## config.mk

```make
export PLATFORM = sky130hd
export DESIGN_NAME = sobel_acc_param_flat
export DESIGN_NICKNAME = d
export VERILOG_FILES = /design/src/rtl/sobel_acc_param_if.sv /design/src/rtl/sobel_acc_param.sv /design/src/flat_wrapper.sv
export SDC_FILE = /design/constraint.sdc
export NUM_CORES = 1
export LEC_CHECK = 0
export BUFFER_PORTS_ARGS = -buffer_cell sky130_fd_sc_hd__buf_2
export CAP_MARGIN = 0
export CORE_MARGIN = 3
export CORE_UTILIZATION = 65
export CTS_BUF_LIST = sky130_fd_sc_hd__clkbuf_16
export DETAILED_ROUTE_END_ITERATION = 8
export PLACE_DENSITY = 0.87
export SLEW_MARGIN = 15
export SYNTH_ARGS = -nofsm -noshare
export SYNTH_HDL_FRONTEND = slang
export SYNTH_SLANG_ARGS = --single-unit
```

## constraint.sdc

```tcl
create_clock -name clk -period 11.09 [get_ports clk]
set_input_delay 0.5545 -clock clk [delete_from_list [all_inputs] [get_ports clk]]
set_output_delay 0.5545 -clock clk [all_outputs]
set_load 0.02 [all_outputs]
```

## src/rtl/sobel_acc_param_if.sv

```systemverilog
`default_nettype none
// ============================================================================
// Module      : sobel_acc_param_if
// Description : Memory bus plus start/finish control bundle for the Sobel
//               accelerator.
// Revision    : 1.0 - initial release
// ============================================================================
interface sobel_acc_param_if #(
  parameter int ADDR_W = 16
);
  logic [ADDR_W-1:0] addr;
  logic [31:0]       dataR;
  logic [31:0]       dataW;
  logic              en;
  logic              we;
  logic              start;
  logic              finish;
  logic              busy;
  logic              mode;
  logic [7:0]        threshold;

  modport master (
    output addr, dataW, en, we, finish, busy,
    input  dataR, start, mode, threshold
  );

  modport slave (
    input  addr, dataW, en, we, finish, busy,
    output dataR, start, mode, threshold
  );
endinterface
`default_nettype wire

```

## src/rtl/sobel_acc_param.sv

```systemverilog
`default_nettype none
// ============================================================================
// Module      : sobel_acc_param
// Description : Streaming Sobel magnitude / threshold accelerator over a
//               32-bit word memory holding a packed 8-bit greyscale image.
// Revision    : 1.0 - initial release
// ============================================================================
module sobel_acc_param #(
  parameter int IMG_W    = 352,
  parameter int IMG_H    = 288,
  parameter int ADDR_W   = 16,
  parameter int SRC_BASE = 0,
  parameter int DST_BASE = IMG_W*IMG_H/4
) (
  input wire                clk,
  input wire                reset,
  sobel_acc_param_if.master bus
);
  localparam int c_ww    = IMG_W/4;
  localparam int c_col_w = (c_ww > 1) ? $clog2(c_ww) : 1;
  localparam int c_row_w = $clog2(IMG_H);
  localparam logic [c_col_w-1:0] c_last_col = c_col_w'(c_ww-1);
  localparam logic [c_row_w-1:0] c_last_row = c_row_w'(IMG_H-1);
  localparam logic [c_col_w-1:0] c_col_one  = c_col_w'(1);
  localparam logic [c_row_w-1:0] c_row_one  = c_row_w'(1);

  typedef enum logic [1:0] {
    S_IDLE = 2'd0,
    S_RUN  = 2'd1,
    S_DONE = 2'd2
  } state_t;

  state_t               state_q, state_d;
  logic [c_row_w-1:0]   row_q, row_d;
  logic [c_col_w-1:0]   col_q, col_d;
  logic [1:0]           phase_q, phase_d;
  logic                 prime_q, prime_d;
  logic                 rd_pend_q, rd_pend_d;
  logic [1:0]           rd_row_q, rd_row_d;
  logic                 mode_q, mode_d;
  logic [7:0]           thr_q, thr_d;
  logic [ADDR_W-1:0]    addr_q, addr_d;
  logic [31:0]          dataw_q, dataw_d;
  // Window: left keeps only the byte adjacent to the current word, cur is
  // the word being computed, nxt holds rows r-1/r of word c+1 (row r+1 of
  // word c+1 is taken straight from dataR on the write cycle).
  logic [2:0][7:0]      left_q, left_d;
  logic [2:0][31:0]     cur_q, cur_d;
  logic [1:0][31:0]     nxt_q, nxt_d;

  logic                 w_run, w_border, w_last_col, w_write;
  logic [c_row_w-1:0]   w_row_inc;
  logic [c_col_w-1:0]   w_col_inc;
  logic [ADDR_W-1:0]    w_rd_row, w_rd_col, w_rd_addr, w_wr_addr;
  logic [2:0][47:0]     w_rowv;
  logic [31:0]          w_result;
  logic                 w_en, w_we;
  logic [ADDR_W-1:0]    w_addr;
  logic [31:0]          w_dataw;

  assign w_run      = (state_q == S_RUN);
  assign w_border   = (row_q == '0) || (row_q == c_last_row);
  assign w_last_col = (col_q == c_last_col);
  assign w_write    = w_border || (!prime_q && (phase_q == 2'd3));
  assign w_row_inc  = row_q + c_row_one;
  assign w_col_inc  = col_q + c_col_one;

  assign w_rd_row  = ADDR_W'(row_q) + ADDR_W'(phase_q) - ADDR_W'(1);
  assign w_rd_col  = prime_q ? '0 : (ADDR_W'(col_q) + ADDR_W'(1));
  assign w_rd_addr = ADDR_W'(SRC_BASE) + w_rd_row * ADDR_W'(c_ww) + w_rd_col;
  assign w_wr_addr = ADDR_W'(DST_BASE) + ADDR_W'(row_q) * ADDR_W'(c_ww) + ADDR_W'(col_q);

  // 48-bit row strip: neighbour byte | current word | neighbour byte.
  assign w_rowv[0] = {(w_last_col ? 8'h00 : nxt_q[0][7:0]),   cur_q[0], left_q[0]};
  assign w_rowv[1] = {(w_last_col ? 8'h00 : nxt_q[1][7:0]),   cur_q[1], left_q[1]};
  assign w_rowv[2] = {(w_last_col ? 8'h00 : bus.dataR[7:0]),  cur_q[2], left_q[2]};

  for (genvar i = 0; i < 4; i++) begin : g_px
    logic [7:0]        l0, l1, l2, m0, m2, r0, r1, r2;
    logic [9:0]        sum_l, sum_r, sum_t, sum_b;
    logic signed [10:0] dx, dy;
    logic [10:0]       ax, ay;
    logic [11:0]       mag;
    logic [7:0]        sat;
    logic              edge_px;

    assign l0 = w_rowv[0][8*i +: 8];
    assign l1 = w_rowv[1][8*i +: 8];
    assign l2 = w_rowv[2][8*i +: 8];
    assign m0 = w_rowv[0][8*i+8 +: 8];
    assign m2 = w_rowv[2][8*i+8 +: 8];
    assign r0 = w_rowv[0][8*i+16 +: 8];
    assign r1 = w_rowv[1][8*i+16 +: 8];
    assign r2 = w_rowv[2][8*i+16 +: 8];

    assign sum_r = {2'b00, r0} + {1'b0, r1, 1'b0} + {2'b00, r2};
    assign sum_l = {2'b00, l0} + {1'b0, l1, 1'b0} + {2'b00, l2};
    assign sum_b = {2'b00, l2} + {1'b0, m2, 1'b0} + {2'b00, r2};
    assign sum_t = {2'b00, l0} + {1'b0, m0, 1'b0} + {2'b00, r0};

    assign dx  = $signed({1'b0, sum_r}) - $signed({1'b0, sum_l});
    assign dy  = $signed({1'b0, sum_b}) - $signed({1'b0, sum_t});
    assign ax  = dx[10] ? 11'(-dx) : 11'(dx);
    assign ay  = dy[10] ? 11'(-dy) : 11'(dy);
    assign mag = {1'b0, ax} + {1'b0, ay};
    assign sat = (mag > 12'd255) ? 8'hFF : mag[7:0];

    assign edge_px = ((i == 0) && (col_q == '0)) || ((i == 3) && w_last_col);
    assign w_result[8*i +: 8] = (w_border || edge_px) ? 8'h00 :
                                mode_q ? ((sat >= thr_q) ? 8'hFF : 8'h00) : sat;
  end

  always_comb begin
    state_d   = state_q;
    row_d     = row_q;
    col_d     = col_q;
    phase_d   = phase_q;
    prime_d   = prime_q;
    rd_pend_d = 1'b0;
    rd_row_d  = rd_row_q;
    mode_d    = mode_q;
    thr_d     = thr_q;
    left_d    = left_q;
    cur_d     = cur_q;
    nxt_d     = nxt_q;
    w_en      = 1'b0;
    w_we      = 1'b0;
    w_addr    = addr_q;
    w_dataw   = dataw_q;

    // Arrival of the row r+1 word completes a column: slide the window.
    if (rd_pend_q) begin
      if (rd_row_q == 2'd2) begin
        for (int j = 0; j < 3; j++) left_d[j] = cur_q[j][31:24];
        cur_d = {bus.dataR, nxt_q[1], nxt_q[0]};
      end else begin
        nxt_d[rd_row_q[0]] = bus.dataR;
      end
    end

    case (state_q)
      S_IDLE: begin
        if (bus.start) begin
          state_d = S_RUN;
          row_d   = '0;
          col_d   = '0;
          phase_d = 2'd0;
          prime_d = 1'b0;
          mode_d  = bus.mode;
          thr_d   = bus.threshold;
        end
      end
      S_RUN: begin
        w_en = 1'b1;
        if (w_write) begin
          w_we    = 1'b1;
          w_addr  = w_wr_addr;
          w_dataw = w_result;
          if (w_last_col) begin
            col_d   = '0;
            phase_d = 2'd0;
            if (row_q == c_last_row) begin
              state_d = S_DONE;
            end else begin
              row_d   = w_row_inc;
              prime_d = (w_row_inc != c_last_row);
            end
          end else begin
            col_d   = w_col_inc;
            phase_d = (w_border || (w_col_inc != c_last_col)) ? 2'd0 : 2'd3;
          end
        end else begin
          w_addr    = w_rd_addr;
          rd_pend_d = 1'b1;
          rd_row_d  = phase_q;
          if (prime_q && (phase_q == 2'd0)) begin
            left_d = '0;
            cur_d  = '0;
            nxt_d  = '0;
          end
          if (prime_q && (phase_q == 2'd2)) begin
            prime_d = 1'b0;
            phase_d = 2'd0;
          end else begin
            phase_d = phase_q + 2'd1;
          end
        end
      end
      S_DONE: begin
        if (!bus.start) state_d = S_IDLE;
      end
      default: state_d = S_IDLE;
    endcase

    addr_d  = w_addr;
    dataw_d = w_dataw;
  end

  always_ff @(posedge clk or negedge reset) begin
    if (!reset) begin
      state_q   <= S_IDLE;
      row_q     <= '0;
      col_q     <= '0;
      phase_q   <= 2'd0;
      prime_q   <= 1'b0;
      rd_pend_q <= 1'b0;
      rd_row_q  <= 2'd0;
      mode_q    <= 1'b0;
      thr_q     <= 8'h00;
      addr_q    <= '0;
      dataw_q   <= 32'h0;
      left_q    <= '0;
      cur_q     <= '0;
      nxt_q     <= '0;
    end else begin
      state_q   <= state_d;
      row_q     <= row_d;
      col_q     <= col_d;
      phase_q   <= phase_d;
      prime_q   <= prime_d;
      rd_pend_q <= rd_pend_d;
      rd_row_q  <= rd_row_d;
      mode_q    <= mode_d;
      thr_q     <= thr_d;
      addr_q    <= addr_d;
      dataw_q   <= dataw_d;
      left_q    <= left_d;
      cur_q     <= cur_d;
      nxt_q     <= nxt_d;
    end
  end

  assign bus.addr   = w_addr;
  assign bus.dataW  = w_dataw;
  assign bus.en     = w_en;
  assign bus.we     = w_we;
  assign bus.busy   = w_run;
  assign bus.finish = (state_q == S_DONE);
endmodule
`default_nettype wire

```

## src/flat_wrapper.sv

```systemverilog
// flat-port wrapper written by rule: the top's interface ports become plain ports
module sobel_acc_param_flat 
#(
  parameter int IMG_W    = 352,
  parameter int IMG_H    = 288,
  parameter int ADDR_W   = 16,
  parameter int SRC_BASE = 0,
  parameter int DST_BASE = IMG_W*IMG_H/4
)
  (clk, reset, bus_addr, bus_dataW, bus_en, bus_we, bus_finish, bus_busy, bus_dataR, bus_start, bus_mode, bus_threshold);
  sobel_acc_param_if #(.ADDR_W(ADDR_W)) bus_i ();
  input wire clk;
  input wire reset;
  output wire logic [$bits(bus_i.addr)-1:0] bus_addr;
  output wire logic [$bits(bus_i.dataW)-1:0] bus_dataW;
  output wire logic [$bits(bus_i.en)-1:0] bus_en;
  output wire logic [$bits(bus_i.we)-1:0] bus_we;
  output wire logic [$bits(bus_i.finish)-1:0] bus_finish;
  output wire logic [$bits(bus_i.busy)-1:0] bus_busy;
  input wire logic [$bits(bus_i.dataR)-1:0] bus_dataR;
  input wire logic [$bits(bus_i.start)-1:0] bus_start;
  input wire logic [$bits(bus_i.mode)-1:0] bus_mode;
  input wire logic [$bits(bus_i.threshold)-1:0] bus_threshold;
  assign bus_addr = bus_i.addr;
  assign bus_dataW = bus_i.dataW;
  assign bus_en = bus_i.en;
  assign bus_we = bus_i.we;
  assign bus_finish = bus_i.finish;
  assign bus_busy = bus_i.busy;
  assign bus_i.dataR = bus_dataR;
  assign bus_i.start = bus_start;
  assign bus_i.mode = bus_mode;
  assign bus_i.threshold = bus_threshold;
  sobel_acc_param #(.IMG_W(IMG_W), .IMG_H(IMG_H), .ADDR_W(ADDR_W), .SRC_BASE(SRC_BASE), .DST_BASE(DST_BASE)) u_core (.clk(clk), .reset(reset), .bus(bus_i));
endmodule
```

==> impl_metrics.csv, run 1 <==
group,metric,value,unit
final_layout,drive_gt1_share,6.928,%
drt,wl,75060,um
sta,clock_period_minus_final_worst_setup_slack,10.46,ns
final_layout,most_frequent_cells_in_the_layout,"nand2_1, inv_1, a21oi_1, ha_1, dfrtp_1",
synthesis,dominantRegCellSynth,"dfrtp_1",
floorplan,die_x,207.7,um
clock_tree,worstSkewPairLatency,0.60,ns
synthesis,syn_area_per_cell,8.660,um2
final_layout,fin_nets,3639,
clock_tree,tritoncts_num_sinks,265,
sta,timing.setup.tns,0,ns
drt,initialDrtViolationCount,2107,
setup_path,setup.worst_path.class,"reg -> out",
global_routing,overall_track_demand_over_capacity_in_global_routing,34.48,%
synthesis,synth-async-reset-ratio,100.0,%
floorplan,die_h,207.7,um
floorplan,core.rowCount,73,
sta,timing.final.crit_share,94.34,%
sta,finalHoldWorstSlack,-0.02355,ns
synthesis,synth-edff-count,0,
final_layout,areaGrowthSynthToFinish,7.274,%
synthesis,netlist-cell-type-count,85,
floorplan,fp.dieArea,0.04316,mm2
synthesis,synthesis.instances,3055,
sta,worst_clock_skew,0.01335,ns
global_routing,grt_max_degree,114,
synthesis,yosysSeqAreaShare,25.07,%
synthesis,flops_latches_synth,265,
clock_tree,cts.repair_timing.setup_buffer_count,0,
run,max-cap-violations,0,
sta,drv_slew,0,
drt,drt-vias-per-instance,6.125,
drt,firstDrtPassIters,7,
global_routing,grt_pass1_wl,120000,um
drt,route.vias.total,22410,
drt,routedWlPerCell,20.51,um
placed_design,hpwl,58310,um
setup_path,crit_path_top_delay_cell,"fa_1",
clock_tree,cts_root_buffer,"clkbuf_16",
global_routing,gr-total-overflow,0,
setup_path,cp_data_required_time,10.54,ns
sta,max_clock_freq,0.09558,GHz
outcome,violated_checks,"negative hold slack",
floorplan,fp.coreArea,0.04001,mm2
sta,final_hold_viol_count,8,
global_routing,grt_antenna_before_repair,3,
clock_tree,cts-root-to-sink-buffers,3,
clock_tree,tritoncts.num_buffers,31,
setup_path,crit_path_max_fanout,9,
synthesis,mapped_area,0.02646,mm2
setup_path,critPathArrivalTime,9.91,ns
global_routing,first_global_vias,22560,
synthesis,yosysWarningCount,0,
clock_tree,worst_setup_hold_path_clk_slew,0.06,ns
sta,worst_slew_pin_slew,1.193,ns
setup_path,crit_path_end_kind,"primary output",
min_path,min-delay-path-class,"in -> async",
setup_path,critical_path.startpoint_type,"flip-flop",
synthesis,syn_nets,3586,
placed_design,gp_routability_congestion,0.9735,
clock_tree,cts_tree,"done",
sta,report.final.setup_viol,0,
sta,unrepaired_setup_endpoints_after_global_routing,"false",
final_layout,post-route-util,70.94,%
final_layout,mostFrequentLayoutCell,"nand2_1",
floorplan,floorplan.initialDensity,66.13,%
placed_design,io_buffers,95,
drt,ant_nets,0,
drt,drcViolationCount,0,
floorplan,floorplan.io_pins,96,
clock_tree,clock_tree.htree_level_count,1,
setup_path,slowest_delay,0.55,ns
outcome,status,"finished with violations",
sta,maxSlewHeadroom,20.48,%
-- per-stage QoR --
step | std cells | instance area [um2] | worst slack, ns
2_1_floorplan | 3055 | 26460 | 2.027
3_3_place_gp | 3600 | 27350 | 1.484
3_5_place_dp | 3600 | 27350 | 1.075
4_1_cts | 3657 | 28330 | 0.4199
5_1_grt | 3659 | 28380 | 0.02551
6_report | 3659 | 28380 | 0.6280
-- final timing paths --
| path | start | endpoint | slack (ns) | cells after the start |
|---|---|---|---|---|
| min in group clk | bus_threshold[6] | u_core.thr_q[6] | 0.16 | 3 |
| max | u_core.cur_q[17] | bus_dataW[24] | 0.63 | 38 |
| min reg2reg | u_core.addr_q[9] | u_core.addr_q[9] | 0.49 | 2 |
| max reg2reg | u_core.cur_q[17] | u_core.dataw_q[24] | 1.82 | 37 |
| max in group asynchronous | reset | u_core.cur_q[66] | 9.39 | 2 |
| min | reset | u_core.thr_q[5] | -0.02 | 1 |
-- cells in the mapped netlist, types with 5 or more instances --
| library cell | instances | area (um2) |
|---|---|---|
| nand2_1 | 500 | 1877 |
| inv_1 | 439 | 1648 |
| a21oi_1 | 284 | 1421 |
| ha_1 | 273 | 3416 |
| dfrtp_1 | 265 | 6631 |
| fa_1 | 214 | 4284 |
| xnor2_1 | 136 | 1191 |
| nor2_1 | 124 | 465.5 |
| o21ai_0 | 119 | 595.6 |
| a21o_1 | 67 | 503.0 |
| xor2_1 | 64 | 560.5 |
| clkbuf_1 | 62 | 232.7 |
| nand3_1 | 35 | 175.2 |
| nand2b_1 | 34 | 212.7 |
| nor3_1 | 34 | 170.2 |
| o21bai_1 | 31 | 232.7 |
| a32oi_1 | 30 | 262.8 |
| nor2b_1 | 26 | 162.7 |
| o21a_1 | 21 | 157.7 |
| buf_2 | 20 | 100.1 |
| and2_1 | 19 | 118.9 |
| a31oi_1 | 18 | 112.6 |
| or2_2 | 18 | 112.6 |
| and3_1 | 13 | 81.33 |
| nor4_1 | 13 | 81.33 |
| o211ai_1 | 13 | 97.59 |
| o31ai_1 | 13 | 97.59 |
| a211oi_1 | 12 | 90.09 |
| o21ai_1 | 10 | 50.05 |
| nand4_1 | 9 | 56.30 |
| nand3b_1 | 8 | 60.06 |
| nor3b_1 | 8 | 60.06 |
| a211o_1 | 7 | 61.31 |
| mux2_2 | 7 | 78.83 |
| o22ai_1 | 7 | 43.79 |
| or3_1 | 7 | 43.79 |
| and4_1 | 5 | 43.79 |
| o41ai_1 | 5 | 43.79 |
| or3b_2 | 5 | 43.79 |
-- routing by layer --
metal | up-vias | track usage, % | wire length (um)
met5 | - | 0 | 13
met4 | 2 | 13.51 | 3197
met3 | 203 | 6.544 | 6309
met2 | 984 | 56.28 | 35510
met1 | 11000 | 45.98 | 30030
li1 | 10220 | - | -
-- worst max-delay path, delay by kind of cell, from the launching register on --
| kind | cells | cell delay (ns) |
|---|---|---|
| AOI/OAI and AO/OA | 17 | 3.62 |
| adders and majority gates | 8 | 3.01 |
| and+or+nand+nor | 7 | 1.25 |
| DFF | 1 | 0.43 |
| buffers and inverters | 4 | 0.41 |
| muxes | 1 | 0.36 |
| xor gates and xnor gates | 1 | 0.20 |
-- cells by family after synthesis --
group / count (synthesis) / share of synthesized area (%)
multiplexers: 11 / 0.4493
flip-flops: 265 / 25.07
AND/OR/NAND/NOR: 883 / 15.04
AO/OA/AOI/OAI: 680 / 15.96
adder cells (fa/ha/maj): 487 / 29.11
XOR/XNOR: 202 / 6.768
buffers and inverters: 527 / 7.605
-- state kept, by name, indices dropped and copies added (netlist names) --
name / count
u_core.rd_row_q: 2
u_core.prime_q: 1
u_core.cur_q: 96
u_core.addr_q: 16
u_core.rd_pend_q: 1
u_core.g_px.l2: 8
u_core.phase_q: 2
u_core.g_px.l0: 8
u_core.state_q: 2
u_core.g_px.l1: 8
u_core.thr_q: 8
u_core.nxt_q: 64
u_core.col_q: 7
u_core.mode_q: 1
u_core.dataw_q: 32
u_core.row_q: 9
-- layout make-up --
cell class | count | area, um2
Antenna cell | 2 | 5.005
Inverter | 440 | 1652
Sequential cell | 265 | 6633
Clock buffer | 31 | 775.7
Tap cell | 525 | 656.9
Clock inverter | 26 | 210.2
Multi-Input combinational cell | 2263 | 17870
Fill cell | 3106 | 11630
Timing Repair Buffer | 107 | 575.6
-- timing repair --
action / CTS / global route
hold buffers: 0 / 0
endpoints found under the setup margin: 0 / 24
resized for setup: 0 / 10
Power of run 1 is left out: the tool's default activity adds up to more than one toggle a clock period on the data nets, which glitch-free logic cannot reach.
==> inputs of run 2 (changes only) <==
--- a/config.mk
+++ b/config.mk
@@ -5,6 +5,7 @@
 export SDC_FILE = /design/constraint.sdc
 export NUM_CORES = 1
 export LEC_CHECK = 0
+export ABC_AREA = 1
 export BUFFER_PORTS_ARGS = -buffer_cell sky130_fd_sc_hd__buf_2
 export CAP_MARGIN = 0
 export CORE_MARGIN = 3
==> constraint.sdc (replaced) <==
create_clock -name clk -period 11.9 [get_ports clk]
set_input_delay 0.595 -clock clk [delete_from_list [all_inputs] [get_ports clk]]
set_output_delay 0.595 -clock clk [all_outputs]
set_load 0.02 [all_outputs]
==> run 2 against run 1 <==
Net effect: the run now ends clean; critical endpoint is now bus_dataW[27]; non-clock buffer count up 5; setup slack better by 1.0 ns; die area up 3.3%; sequential cell count unchanged; utilization down 0.33 points; global-route usage up 0.30 points; hold slack better by 0.28 ns; largest cell class unchanged.
==> impl_metrics.csv, run 2 <==
group,metric,value,unit
outcome,status,"finished, final reports clean",
sta,drv_slew,0,
synthesis,post_synth_xor_area_fraction,5.890,%
synthesis,synth_fa_ha_area_share,28.14,%
final_layout,max_ffs_per_register,96,
clock_tree,tritoncts.num_buffers,29,
synthesis,most_area_hungry_cell_type_in_the_yosys_netlist,"dfrtp_1",
drt,ant_nets,0,
global_routing,overall_track_demand_over_capacity_in_global_routing,34.78,%
floorplan,die_x,211.2,um
synthesis,syn_area_per_cell,7.818,um2
floorplan,floorplan.initialDensity,66.41,%
synthesis,multiplexer_share_of_the_synthesized_area,0.04115,%
setup_path,cp_data_required_time,11.31,ns
min_path,min-delay-path-class,"in -> reg",
synthesis,synth-edff-count,0,
synthesis,mapped_area,0.02736,mm2
setup_path,critPathArrivalTime,9.64,ns
clock_tree,cts-root-to-sink-buffers,3,
sta,timing.setup.tns,0,ns
final_layout,finalInstanceArea,0.02909,mm2
drt,routedWlPerCell,19.09,um
run,max-cap-violations,0,
floorplan,fp.coreArea,0.04120,mm2
drt,wl,77960,um
sta,worst_slew_pin_slew,1.184,ns
drt,wl_met1,29850,um
final_layout,areaGrowthSynthToFinish,6.329,%
global_routing,grt_max_degree,103,
sta,maxSlewHeadroom,21.07,%
sta,final_hold_viol_count,0,
clock_tree,worstSkewPairLatency,0.59,ns
synthesis,synth_most_common_cell,"nand2_1",
synthesis,synth_area_leaders,"dfrtp_1, fa_1, ha_1",
drt,drcViolationCount,0,
final_layout,final-instance-count-excl-fill,4084,
sta,worst_clock_skew,0.01379,ns
setup_path,crit_path_max_fanout,18,
drt,met3_length,6756,um
floorplan,fp.dieArea,0.04459,mm2
clock_tree,cts_tree,"done",
sta,timing.final.crit_share,86.00,%
global_routing,grt_pass1_wl,122900,um
final_layout,fillerInstances,3241,
setup_path,crit_path_end_kind,"primary output",
clock_tree,cts.repair_timing.setup_buffer_count,0,
drt,drt-vias-per-instance,5.911,
final_layout,registers.top_by_ff_count,"u_core.cur_q",
synthesis,syn_nets,4031,
sta,max_clock_freq,0.09771,GHz
global_routing,first_global_vias,23500,
global_routing,grt_antenna_before_repair,2,
synthesis,yosysWarningCount,0,
drt,route.vias.total,24140,
final_layout,mostFrequentLayoutCell,"nand2_1",
sta,clock_period_minus_final_worst_setup_slack,10.23,ns
setup_path,critical_path.startpoint_type,"flip-flop",
sta,report.final.setup_viol,0,
drt,initialDrtViolationCount,2239,
synthesis,synth_simple_gate_area_share,20.42,%
placed_design,hpwl,60210,um
synthesis,largest_family_of_logic_cells_by_synthesized_area,"adder cells",
placed_design,dp.cells,4027,
drt,highest-signal-layer,"met5",
synthesis,yosys-top-cells-count,"nand2_1, inv_1, a21oi_1",
final_layout,drive_gt1_share,5.407,%
synthesis,netlist-cell-type-count,55,
placed_design,io_buffers,95,
placed_design,gp_routability_congestion,0.9963,
setup_path,path_common_cell,"nand2_1",
clock_tree,clock_tree.htree_level_count,1,
synthesis,yosysSeqAreaShare,24.24,%
drt,dr_wl_met2,35170,um
final_layout,fin_nets,4059,
synthesis,synth-async-reset-ratio,100.0,%
final_layout,most_frequent_cells_in_the_layout,"nand2_1, inv_1, a21oi_1, ha_1, dfrtp_1",
setup_path,crit_path_top_delay_cell,"clkinv_1",
final_layout,reg.largest.list,"u_core.cur_q (96), u_core.nxt_q (64), u_core.dataw_q (32)",
placed_design,placed_area,0.02813,mm2
synthesis,synthesis.instances,3500,
drt,firstDrtPassIters,6,
setup_path,setup.worst_path.class,"reg -> out",
setup_path,slowest_delay,0.78,ns
synthesis,post-synth-top-area-fraction,24.24,%
clock_tree,cts_root_buffer,"clkbuf_16",
sta,unrepaired_setup_endpoints_after_global_routing,"false",
floorplan,floorplan.io_pins,96,
clock_tree,worst_setup_hold_path_clk_slew,0.06,ns
synthesis,synth_compound_gate_area_share,10.35,%
synthesis,dominantRegCellSynth,"dfrtp_1",
floorplan,die_h,211.2,um
clock_tree,tritoncts_num_sinks,265,
synthesis,flops_latches_synth,265,
global_routing,gr-total-overflow,0,
floorplan,core.rowCount,74,
run 2: cell types whose count changed after synthesis, moves of 56 or more:
cell,delta
nand4_1,+137
xor2_1,+73
inv_1,+209
nor2_1,+56
nand2_1,+166
nand3_1,+138
xnor2_1,-89
run 2: final timing paths:
check | endpoint | slack [ns] | depth (start not counted) | from
worst max-delay path | bus_dataW[27] | 1.67 | 42 | u_core.col_q[1]
worst min-delay path | u_core.thr_q[0] | 0.25 | 2 | bus_threshold[0]
worst max register to register | u_core.dataw_q[27] | 2.96 | 41 | u_core.col_q[1]
worst min register to register | u_core.dataw_q[1] | 0.48 | 2 | u_core.dataw_q[1]
max in group asynchronous | u_core.nxt_q[38] | 8.41 | 5 | reset
min in group asynchronous | u_core.dataw_q[20] | 0.54 | 2 | reset
run 2: stage by stage:
step,setup slack (ns),hold slack [ns],util [%]
floorplan,3.533,0.2994,-
global placement,2.730,0.4574,68.28
detailed placement,2.404,0.4571,68.28
CTS,1.782,0.2319,70.57
global route,0.7916,0.2498,70.61
finish,1.666,0.2527,70.61
run 2: area by class of cell:
| cell class | count | area (um2) | share of cell area [%] |
|---|---|---|---|
| Multi-Input combinational cell | 2462 | 17760 | 61.04 |
| Sequential cell | 265 | 6639 | 22.82 |
| Inverter | 658 | 2471 | 8.494 |
| Clock buffer | 29 | 725.7 | 2.494 |
| Tap cell | 532 | 665.6 | 2.288 |
| Timing Repair Buffer | 112 | 623.1 | 2.142 |
| Clock inverter | 25 | 207.7 | 0.7139 |
| Antenna cell | 1 | 2.502 | 0.008601 |
run 2: cell families (layout without fill, tap and decap cells):
kind of cell	after synthesis	count (layout)
compound gates	522	522
simple gates	1268	1268
fa+ha+maj	487	487
xor+xnor	184	184
other cells	0	1
mux	1	1
buf+inv	773	824
flops	265	265
run 2: timing repair:
item	CTS	global route
hold buffers	1	0
endpoints found under the hold margin	65	0
gates resized for setup	0	0
run 2: metal layers:
layer | track usage [%] | vias up
li1 | - | 11280
met5 | 0 | -
met3 | 6.416 | 314
met1 | 43.79 | 11320
met2 | 55.68 | 1225
met4 | 22.17 | 2
run 2: critical path: cells and delay by family (launching register included):
kind                       cells  cell delay [ns]
buffers and inverters          6             1.42
adders and majority gates      6             2.24
AOI/OAI and AO/OA              7             1.84
DFF                            1             0.42
and+or+nand+nor               23             3.07
Power of run 2 is left out for the same reason.
==> inputs of run 3 (changes only) <==
--- a/config.mk
+++ b/config.mk
@@ -12,7 +12,7 @@
 export CORE_UTILIZATION = 65
 export CTS_BUF_LIST = sky130_fd_sc_hd__clkbuf_16
 export DETAILED_ROUTE_END_ITERATION = 8
-export PLACE_DENSITY = 0.87
+export PLACE_DENSITY = 0.83
 export SLEW_MARGIN = 15
 export SYNTH_ARGS = -nofsm -noshare
 export SYNTH_HDL_FRONTEND = slang
==> run 3 against run 2 <==
Net effect: die area unchanged; cell area is essentially flat; routed wire length shrank 0.59%; sequential cell count unchanged; largest cell class unchanged.
==> impl_metrics.csv, run 3 (synthesized netlist as in run 2, its figures left out) <==
group,metric,value,unit
sta,timing.final.crit_share,86.70,%
final_layout,multiInputGateArea,0.01776,mm2
clock_tree,cts_root_buffer,"clkbuf_16",
sta,worst_slew_pin_slew,1.184,ns
min_path,min-delay-path-class,"in -> async",
outcome,status,"finished, final reports clean",
setup_path,crit_path_top_delay_cell,"clkinv_1",
final_layout,reg.largest.list,"u_core.cur_q (96), u_core.nxt_q (64), u_core.dataw_q (32)",
floorplan,core.rowCount,74,
global_routing,grt_pass1_wl,124600,um
sta,clock_period_minus_final_worst_setup_slack,10.32,ns
setup_path,critical-path-top-delay-family,"adder cells",
global_routing,grt_antenna_before_repair,0,
setup_path,crit_path_end_kind,"primary output",
floorplan,die_h,211.2,um
setup_path,reg2reg_depth,39,
clock_tree,tritoncts_num_sinks,265,
setup_path,slowest_delay,0.74,ns
floorplan,floorplan.io_pins,96,
sta,worst_clock_skew,0.02037,ns
floorplan,fp.coreArea,0.04120,mm2
final_layout,max_ffs_per_register,96,
setup_path,worst_r2r_endpoint,"u_core.dataw_q[26]",
sta,maxSlewHeadroom,21.04,%
final_layout,registers.top_by_ff_count,"u_core.cur_q",
clock_tree,worstSkewPairLatency,0.62,ns
drt,initialDrtViolationCount,2436,
floorplan,floorplan.initialDensity,66.41,%
drt,highest-signal-layer,"met4",
setup_path,path_depth,40,
placed_design,io_buffers,95,
final_layout,areaGrowthSynthToFinish,6.397,%
setup_path,cp_data_required_time,11.31,ns
sta,unrepaired_setup_endpoints_after_global_routing,"false",
final_layout,register_area,0.006639,mm2
sta,final_hold_viol_count,0,
clock_tree,cts-root-to-sink-buffers,3,
global_routing,overall_track_demand_over_capacity_in_global_routing,35.11,%
setup_path,setup.worst_path.class,"reg -> out",
final_layout,mostFrequentLayoutCell,"nand2_1",
final_layout,most_frequent_cells_in_the_layout,"nand2_1, inv_1, a21oi_1, ha_1, dfrtp_1",
drt,firstDrtPassIters,6,
sta,report.final.setup_viol,0,
final_layout,fillerInstances,3304,
clock_tree,cts.repair_timing.setup_buffer_count,0,
floorplan,die_x,211.2,um
final_layout,drive_gt1_share,5.493,%
placed_design,hpwl,60130,um
setup_path,path_buf_inv,8,
drt,ant_nets,0,
drt,met3_length,6265,um
setup_path,critPathArrivalTime,9.72,ns
global_routing,first_global_vias,23460,
sta,timing.setup.tns,0,ns
clock_tree,tritoncts.num_buffers,31,
run,max-cap-violations,0,
setup_path,cp-startpoint,"u_core.col_q[1]",
final_layout,antenna_cells_inserted,0,
drt,drt-vias-per-instance,5.893,
global_routing,gr-total-overflow,0,
placed_design,dp.cells,4024,
floorplan,fp.dieArea,0.04459,mm2
sta,drv_slew,0,
drt,dr_wl_met2,34230,um
final_layout,fin_nets,4056,
final_layout,final-instance-count-excl-fill,4082,
setup_path,path_common_cell,"nand2_1",
drt,drcViolationCount,0,
clock_tree,cts_tree,"done",
placed_design,gp_routability_congestion,0.9996,
setup_path,endpoint,"bus_dataW[26]",
setup_path,regToRegStartpoint,"u_core.col_q[1]",
clock_tree,cts_resized,0,
clock_tree,worst_setup_hold_path_clk_slew,0.06,ns
drt,route.vias.total,24060,
setup_path,crit_path_max_fanout,18,
clock_tree,clock_tree.htree_level_count,1,
drt,routedWlPerCell,18.99,um
sta,max_clock_freq,0.09692,GHz
drt,wl,77500,um
clock_tree,hold_buffers,0,
setup_path,timing.reg2reg.setup_slack,2.89,ns
setup_path,critical_path.startpoint_type,"flip-flop",
global_routing,grt_max_degree,157,
drt,wl_met1,32640,um
-- run 3: changes by cell type in the layout (fill, tap and decap cells not counted), moves of 2 or more --
cell        before  now
clkinvlp_4       1    4
inv_1          655  653
clkbuf_16       29   31
clkinv_1         8    6
clkinv_2         5    8
buf_4           15   11
-- run 3: worst min-delay path by stage --
stage / startpoint / end / slack, ns / depth (start not counted)
final: reset / u_core.addr_q[10] / 0.06 / 1
after detailed placement: u_core.dataw_q[19] / u_core.dataw_q[19] / 0.46 / 2
after floorplan: reset / u_core.addr_q[0] / 0.30 / 0
after CTS: reset / u_core.addr_q[10] / 0.08 / 1
after global placement: u_core.addr_q[14] / u_core.addr_q[14] / 0.46 / 2
after global routing: reset / u_core.addr_q[8] / 0.14 / 1
-- run 3: metal layers --
| metal | global-route usage, % | up-vias |
|---|---|---|
| met5 | 0 | - |
| met4 | 15.59 | 0 |
| met3 | 5.733 | 245 |
| met2 | 54.94 | 1105 |
| met1 | 48.74 | 11430 |
| li1 | - | 11280 |
-- run 3: final cells by class --
cell class / count / share of cell area, %
clock inverter: 27 / 0.7435
sequential: 265 / 22.80
timing repair buffer: 107 / 2.020
inverter: 658 / 8.488
multi-input combinational: 2462 / 60.99
clock buffer: 31 / 2.665
tap: 532 / 2.286
-- run 3: through the flow --
stage	cell area [um2]	utilization, %	setup slack [ns]	hold WS (ns)
2_1_floorplan	27360	-	3.533	0.2994
3_3_place_gp	28120	68.25	2.577	0.4588
3_5_place_dp	28120	68.25	2.286	0.4571
4_1_cts	29110	70.66	1.599	0.07596
5_1_grt	29110	70.66	0.6997	0.1428
6_report	29110	70.66	1.582	0.05997
Power of run 3 is left out for the same reason.
